**src/rtl/ram_arb_pkg.sv**
```systemverilog
// Shared types and constants for the two-client RAM read arbiter.
// Arbitration mode is selected by RAM_ARB_ROUND_ROBIN_EN (see arb2_pick).
package ram_arb_pkg;

    localparam int ADDR_W_DEF = 4;
    localparam int DATA_W_DEF = 32;

    localparam logic CLIENT0 = 1'b0;
    localparam logic CLIENT1 = 1'b1;

    typedef enum logic [1:0] {
        IDLE = 2'd0,
        READ = 2'd1,
        RESP = 2'd2
    } arb_state_t;

endpackage

```
**src/rtl/arb2_pick.sv**
```systemverilog
// Combinational 2-way pick over eligible requests.
// RAM_ARB_ROUND_ROBIN_EN defined: ties go to the client that was not granted last;
// otherwise client 0 always wins a tie.
module arb2_pick
    import ram_arb_pkg::*;
(
    input  logic       req0,
    input  logic       req1,
    input  logic       last,
    input  logic [1:0] elig,
    output logic       gnt_vld,
    output logic       winner
);

    logic req0_e;
    logic req1_e;

    assign req0_e  = req0 & elig[0];
    assign req1_e  = req1 & elig[1];
    assign gnt_vld = req0_e | req1_e;

`ifdef RAM_ARB_ROUND_ROBIN_EN
    always_comb begin
        winner = CLIENT0;
        if (req0_e && req1_e) begin
            winner = (last == CLIENT0) ? CLIENT1 : CLIENT0;
        end else if (req1_e) begin
            winner = CLIENT1;
        end
    end
`else
    // Fixed priority has no use for the history bit.
    logic last_unused;
    assign last_unused = last;

    always_comb begin
        winner = CLIENT0;
        if (!req0_e && req1_e) begin
            winner = CLIENT1;
        end
    end
`endif

endmodule

```
**src/rtl/ram_read_arbiter.sv**
```systemverilog
// Two-requester read arbiter/sequencer for a 16-entry async-read RAM.
// RAM_ARB_ROUND_ROBIN_EN selects round-robin ties; default is fixed priority (client 0).
//
// state | meaning
// IDLE  | no access in flight, waiting for a request
// READ  | ram_addr driven for owner, RAM data captured at end of cycle
// RESP  | ack[owner] high; the other client may be granted back-to-back
module ram_read_arbiter
    import ram_arb_pkg::*;
#(
    parameter int ADDR_W = ADDR_W_DEF,
    parameter int DATA_W = DATA_W_DEF
) (
    input  logic              clk,
    input  logic              rst_n,
    input  logic              req0,
    input  logic [ADDR_W-1:0] addr0,
    output logic              ack0,
    output logic [DATA_W-1:0] rdata0,
    input  logic              req1,
    input  logic [ADDR_W-1:0] addr1,
    output logic              ack1,
    output logic [DATA_W-1:0] rdata1,
    output logic [ADDR_W-1:0] ram_addr,
    input  logic [DATA_W-1:0] ram_data,
    output logic              busy
);

    arb_state_t        state_q, state_d;
    logic              owner_q, owner_d;
    logic [ADDR_W-1:0] ram_addr_q, ram_addr_d;
    logic [DATA_W-1:0] rdata0_q, rdata0_d;
    logic [DATA_W-1:0] rdata1_q, rdata1_d;
    logic              last;
    logic [1:0]        elig;
    logic              gnt_vld;
    logic              winner;

    // The owner's request is masked in RESP so only the other client can chain.
    always_comb begin
        elig = 2'b00;
        if (state_q == IDLE) begin
            elig = 2'b11;
        end else if (state_q == RESP) begin
            elig = (owner_q == CLIENT0) ? 2'b10 : 2'b01;
        end
    end

    arb2_pick u_pick (
        .req0    (req0),
        .req1    (req1),
        .last    (last),
        .elig    (elig),
        .gnt_vld (gnt_vld),
        .winner  (winner)
    );

`ifdef RAM_ARB_ROUND_ROBIN_EN
    logic last_q, last_d;

    always_comb begin
        last_d = last_q;
        if (gnt_vld) begin
            last_d = winner;
        end
    end

    always_ff @(posedge clk or negedge rst_n) begin
        if (!rst_n) begin
            last_q <= CLIENT1;
        end else begin
            last_q <= last_d;
        end
    end

    assign last = last_q;
`else
    assign last = CLIENT1;
`endif

    always_comb begin
        state_d    = state_q;
        owner_d    = owner_q;
        ram_addr_d = ram_addr_q;
        rdata0_d   = rdata0_q;
        rdata1_d   = rdata1_q;
        case (state_q)
            IDLE: begin
                if (gnt_vld) begin
                    owner_d    = winner;
                    ram_addr_d = (winner == CLIENT1) ? addr1 : addr0;
                    state_d    = READ;
                end
            end
            READ: begin
                if (owner_q == CLIENT1) begin
                    rdata1_d = ram_data;
                end else begin
                    rdata0_d = ram_data;
                end
                state_d = RESP;
            end
            RESP: begin
                if (gnt_vld) begin
                    owner_d    = winner;
                    ram_addr_d = (winner == CLIENT1) ? addr1 : addr0;
                    state_d    = READ;
                end else begin
                    state_d = IDLE;
                end
            end
            default: state_d = IDLE;
        endcase
    end

    always_ff @(posedge clk or negedge rst_n) begin
        if (!rst_n) begin
            state_q    <= IDLE;
            owner_q    <= CLIENT0;
            ram_addr_q <= '0;
            rdata0_q   <= '0;
            rdata1_q   <= '0;
        end else begin
            state_q    <= state_d;
            owner_q    <= owner_d;
            ram_addr_q <= ram_addr_d;
            rdata0_q   <= rdata0_d;
            rdata1_q   <= rdata1_d;
        end
    end

    assign ack0     = (state_q == RESP) && (owner_q == CLIENT0);
    assign ack1     = (state_q == RESP) && (owner_q == CLIENT1);
    assign rdata0   = rdata0_q;
    assign rdata1   = rdata1_q;
    assign ram_addr = ram_addr_q;
    assign busy     = (state_q != IDLE);

endmodule

```
**config.mk**
```make
export PLATFORM = sky130hd
export DESIGN_NAME = ram_read_arbiter
export DESIGN_NICKNAME = d
export VERILOG_FILES = /design/src/rtl/ram_arb_pkg.sv /design/src/rtl/arb2_pick.sv /design/src/rtl/ram_read_arbiter.sv
export SDC_FILE = /design/constraint.sdc
export NUM_CORES = 1
export LEC_CHECK = 0
export CAP_MARGIN = 15
export CORE_UTILIZATION = 46
export DETAILED_ROUTE_END_ITERATION = 16
export HOLD_SLACK_MARGIN = 0.06
export PLACE_DENSITY = 0.86
export SLEW_MARGIN = 10
export SYNTH_ARGS = -nofsm -noshare
export SYNTH_HDL_FRONTEND = slang
export SYNTH_SLANG_ARGS = --single-unit
```
**constraint.sdc**
```tcl
create_clock -name clk -period 2.2 [get_ports clk]
set_input_delay 0.22 -clock clk [delete_from_list [all_inputs] [get_ports clk]]
set_output_delay 0.22 -clock clk [all_outputs]
set_load 0.02 [all_outputs]
```
Word-level counts from Yosys, hierarchy flattened
Cells that the tools add are included.

Register bits: 71. Output and inout bits: 71. Logic and storage cells: 30.

Equal/unequal tests: 3. Multiplexer cells: 8. Reduce and logical (&&, ||, !) cells: 10. Bitwise logic cells: 4.

Operator list (number): 2-bit 2-to-1 mux (4); 2-bit one-hot mux with 3 select lines (1); 2-bit AND reduction (3); 4-bit 2-to-1 mux (1); 1-bit logical AND (3); 1-bit bitwise AND (2); 2-bit by 1-bit equality test with 1-bit output, second input constant (1); 2-bit equality test, second input constant (1); 2-bit zero test (1); 1-bit 2-to-1 mux (2); 2-bit != test, second input constant (1); 2-bit nonzero test (1); 2-bit OR reduction (1); 1-bit zero test (1); 1-bit inverter (1); 1-bit bitwise OR (1).

Depth between registers and ports, before layout
Word-level depth: 8. Mapped depth: 5. Depth with buffers taken out: 4.

By module
Synthesis repeated with hierarchy kept, for this count alone.

Cells, all modules: 168. Area, all modules: 2782.7 um^2.

Modules (own cells, without submodules): ram_read_arbiter (cells an instance 164, area each 2762.6 um^2, instances 1); arb2_pick (cells an instance 4, area each 20.0 um^2, instances 1).

Least setup slack after synthesis
No wires, ideal clock.

Path type: register to register. Start point: reg owner_q. End point: reg rdata0_q[10] (netlist: rdata0[10]). Data required time: 2.075 ns. Setup time: 0.125 ns. Buffers on the path: 1. Stages on the path, launching flop included: 4. Slack: 0.801 ns. Arrival time: 1.274 ns. Path through: dfrtp_1 -> nor3_4 -> buf_6 -> mux2_2.

Word-level cells in the longest chain between the ends: 2.

Ends and longest elaborated chain: start, declared (RTL line ram_read_arbiter.sv:30) `logic owner_q, owner_d;`; start signal, assigned (RTL line ram_read_arbiter.sv:125) `owner_q <= owner_d;`; 1-bit inverter (no source line); 2-bit AND reduction (no source line); end signal, assigned (RTL line ram_read_arbiter.sv:127) `rdata0_q <= rdata0_d;`; end, declared (RTL line ram_read_arbiter.sv:32) `logic [DATA_W-1:0] rdata0_q, rdata0_d;`.

No other way between the ends. A chain may end at the register's enable or synchronous reset.

Final worst setup path
Start point: reg state_q[1]. End point: out ack0.

Word-level cells in the longest chain between the ends: 2.

Ends and longest elaborated chain: start, declared (RTL line ram_read_arbiter.sv:29) `arb_state_t state_q, state_d;`; start signal, assigned (RTL line ram_read_arbiter.sv:124) `state_q <= state_d;`; 2-bit equality test (RTL line ram_read_arbiter.sv:132) `assign ack0 = (state_q == RESP) && (owner_q == CLIENT0);`; 1-bit logical AND (RTL line ram_read_arbiter.sv:132); end, declared (RTL line ram_read_arbiter.sv:18) `output logic ack0,`.

No other way between the ends.

==> metrics.md <==
| Metric | Value |
|---|---|
| Met2 Use GR | a little under a third |
| RSZ-0062 raised after global routing | no |
| Slew HR | 54.2% |
| Least-Margin Pin Slew | ~0.69 ns |
| P&R area growth vs syn | 50.4% |
| Crit Path Max Fanout | 8 |
| Die height | 79.6 um |
| Max-slew violations | 0 |
| Setup_tns | 0 ns |
| Die X | between 70 and 80 um |
| Synth Register Bits | 71 |
| CTS resizes | 0 |
| Global-route wire length before repair | just over 9000 um |
| Drt first pass iters | 4 |
| Gpl congestion | just over 0.7 |
| Vias per cell | between 4 and 5 |
| Cell Pwr Density | 1660 nW/um2 |
| Initial antenna violation count | 0 |
| IO buf count | approximately 110 |
| Clock Sinks | 71 |
| Routed WL | a little under 6000 um |
| Post-DP HPWL | ~4200 um |
| Worst setup EP type | primary output |
| Simple-Gate Fraction of Synth Area | 3.25% |
| Cell row count | 27 |
| Ys async rst share | between 90% and 100% |
| Setup Skew | roughly 0.0074 ns |
| Root Buffer | clkbuf_8 |
| Critical Path AT | ~1.7 ns |
| Top_reg_cell synth | dfrtp_1 |
| Setup ws final | ~0.24 ns |
| M3 GR Usage | 7.09% |
| Nets | 336 |
| Top post-synthesis cells by area | dfrtp_1 64%, mux2_2 25%, buf_6 2.8% |
| Max Freq | 509 MHz |
| Reg-to-Reg End | rdata1[1] |
| Die Area | approximately 6300 um2 |
| Detailed Route Iter0 Violations | 33 |
| Post-synthesis mux area share | between 20% and 30% |
| Grt peak-use layer | met2 |
| Yosys top cell area share | between 60 and 70% |
| Met1 Resource Use GR | between 20% and 30% |
| Max H-tree Level | 3 |
| Clock Pin Slew Worst Setup and Hold Paths | about 0.07 ns |
| Num CTS Buffers | 9 |
| Post-synth EDFFs | 0 |
| WL per Instance | 15.8 um |
| CP required | around 2.0 ns |
| Gr ovfl total | 0 |
| CTS Buffer Depth | 2 |
| Vias | 1800 |
| Minimum clock period | between 1.5 and 2 ns |
| Post-Synth Adder-Cell Area | 0% |
| Worst hold path class | in2async |
| Tcrit/Tclk final | about nine tenths |
| Number of global-route vias before repair | ~1900 |
| Area leader, netlist | dfrtp_1 |
| Setup WS pre-CTS | 0.513 ns |
| Layout fillers | about 370 |
| Share of cells above drive strength 1 | a little under a third |
| Largest family of logic cells by synthesized area | multiplexers |
| Core area | between 5000 and 6000 um2 |
| Total Routing Usage GR | 19.6% |
| Max-Cap Viols | 0 |
| Count of unique library cells instantiated by Yosys | 21 |
| Compound-gate portion of the synthesized area | about 2% |
| Crit Path Category | reg2out |
| Synthesized area | around 2800 um2 |
| YS warnings | 0 |
| Postcts setup bufs | 0 |
| Syn Area/Cell | roughly 16 um2 |
| Origin of the critical flop-to-flop path | state_q[0] |
| DR DRC count | 0 |
| Total design power | just under 7 mW |
| VDD IR-drop max | approximately 0.9 mV |
| Post-Synth XOR/XNOR Area | 0% |
| Cell with the most instances after synthesis | dfrtp_1 |
| Post-Synthesis Cells | ~170 |
| Antenna diode count | 0 |
| Sequential area share after synthesis | 64.2% |
| CTS tree | done |
| Outcome | completed |
| # setup viols final | 0 |
| FF-to-FF path depth | 5 |
| Post-synth top cells | 71 x dfrtp_1, 61 x mux2_2, 7 x buf_6 |
| Setup slack, reg-to-reg | 0.55 ns |
| Lkg Pwr | approximately 1.7 nW |
| Io pins | 115 |
| Fin. Hold Viols | 0 |
| Antenna Violating Nets Remaining | 0 |
| Largest net degree at the start of global routing | 34 |
| Initial Utilization | roughly 50% |
| Syn nets | 212 |
| Clock latency on the worst-skew pair | 0.34 ns |
| Startpoint Class | flop |
[stage by stage]
stage	utilization, %	instance area (um2)	std cells	hold slack [ns]
finish	73.8	4170	369	0.481
global route	73.8	4170	369	0.494
CTS	73.8	4170	369	0.469
detailed placement	70.5	3980	352	0.308
global placement	70.5	3980	352	0.302
floorplan	-	2770	168	-0.0756
[worst max path at each step]
stage / start / to / slack (ns) / cells past startpoint
5_1_grt: state_q[1] / ack0 / 0.16 / 2
3_5_place_dp: req1 / ram_addr[0] / 0.51 / 5
6_report: state_q[1] / ack0 / 0.24 / 2
2_1_floorplan: owner_q / rdata0[10] / 0.80 / 3
4_1_cts: state_q[1] / ack0 / 0.21 / 2
3_3_place_gp: req1 / ram_addr[1] / 0.57 / 5
[final cells by class]
class	instances	area [um2]	share of cell area, %
Clock buffer	13	159	3.81
Sequential cell	71	1780	42.7
Tap cell	72	90.1	2.16
Multi-Input combinational cell	88	906	21.7
Inverter	2	7.51	0.180
Clock inverter	3	17.5	0.421
Timing Repair Buffer	120	1210	29.0
[cell families (layout without fill, tap and decap cells)]
| group | count (synthesis) | in the layout |
|---|---|---|
| muxes | 68 | 68 |
| buffers and inverters | 9 | 138 |
| AOI/OAI and AO/OA | 7 | 7 |
| DFF | 71 | 71 |
| and+or+nand+nor | 13 | 13 |
[worst max-delay path, stage by stage (launching register included)]
cell,delay (ns)
dfrtp_1,0.55
nor3b_1,0.23
clkdlybuf4s50_1,0.63
[metal layers]
layer / vias to the layer above / wire length (um) / part of all wire (%)
met5: - / 0 / 0
met4: 0 / 106 / 1.8
met3: 9 / 466 / 8.0
met2: 72 / 2870 / 49
met1: 884 / 2390 / 41
li1: 835 / - / -
[placed cells by master, fill, tap and decap left out, drive strengths merged]
| cell type | instances |
|---|---|
| inv | 2 |
| dlygate4sd3 | 1 |
| o21ai | 4 |
| mux2i | 4 |
| nand2 | 5 |
| clkinv | 2 |
| a21boi | 1 |
| a21o | 1 |
| mux2 | 64 |
| clkdlybuf4s50 | 113 |
| clkinvlp | 1 |
| nand2b | 1 |
| dfrtp | 71 |
| clkbuf | 13 |
| and3 | 2 |
| or2b | 1 |
| nor3 | 1 |
| or2 | 1 |
| nor2 | 1 |
| buf | 6 |
| o221ai | 1 |
| nor3b | 1 |
[state kept, by name, summed over array words and instances (netlist names)]
signal and flops:
ram_addr 4, rdata0 32, state_q 2, rdata1 32, owner_q 1
[repair_timing]
action / in CTS / in global routing
hold buffers: 1 / 0
setup endpoints to repair: 0 / 0
hold endpoints to repair: 29 / 0
[where the power goes]
part | switching (mW) | internal, mW
Clock | 0.460 | 0.468
Sequential | 0.386 | 1.99
Combinational | 1.65 | 1.97
Total | 2.50 | 4.42
(Power assumes the default switching activity.)
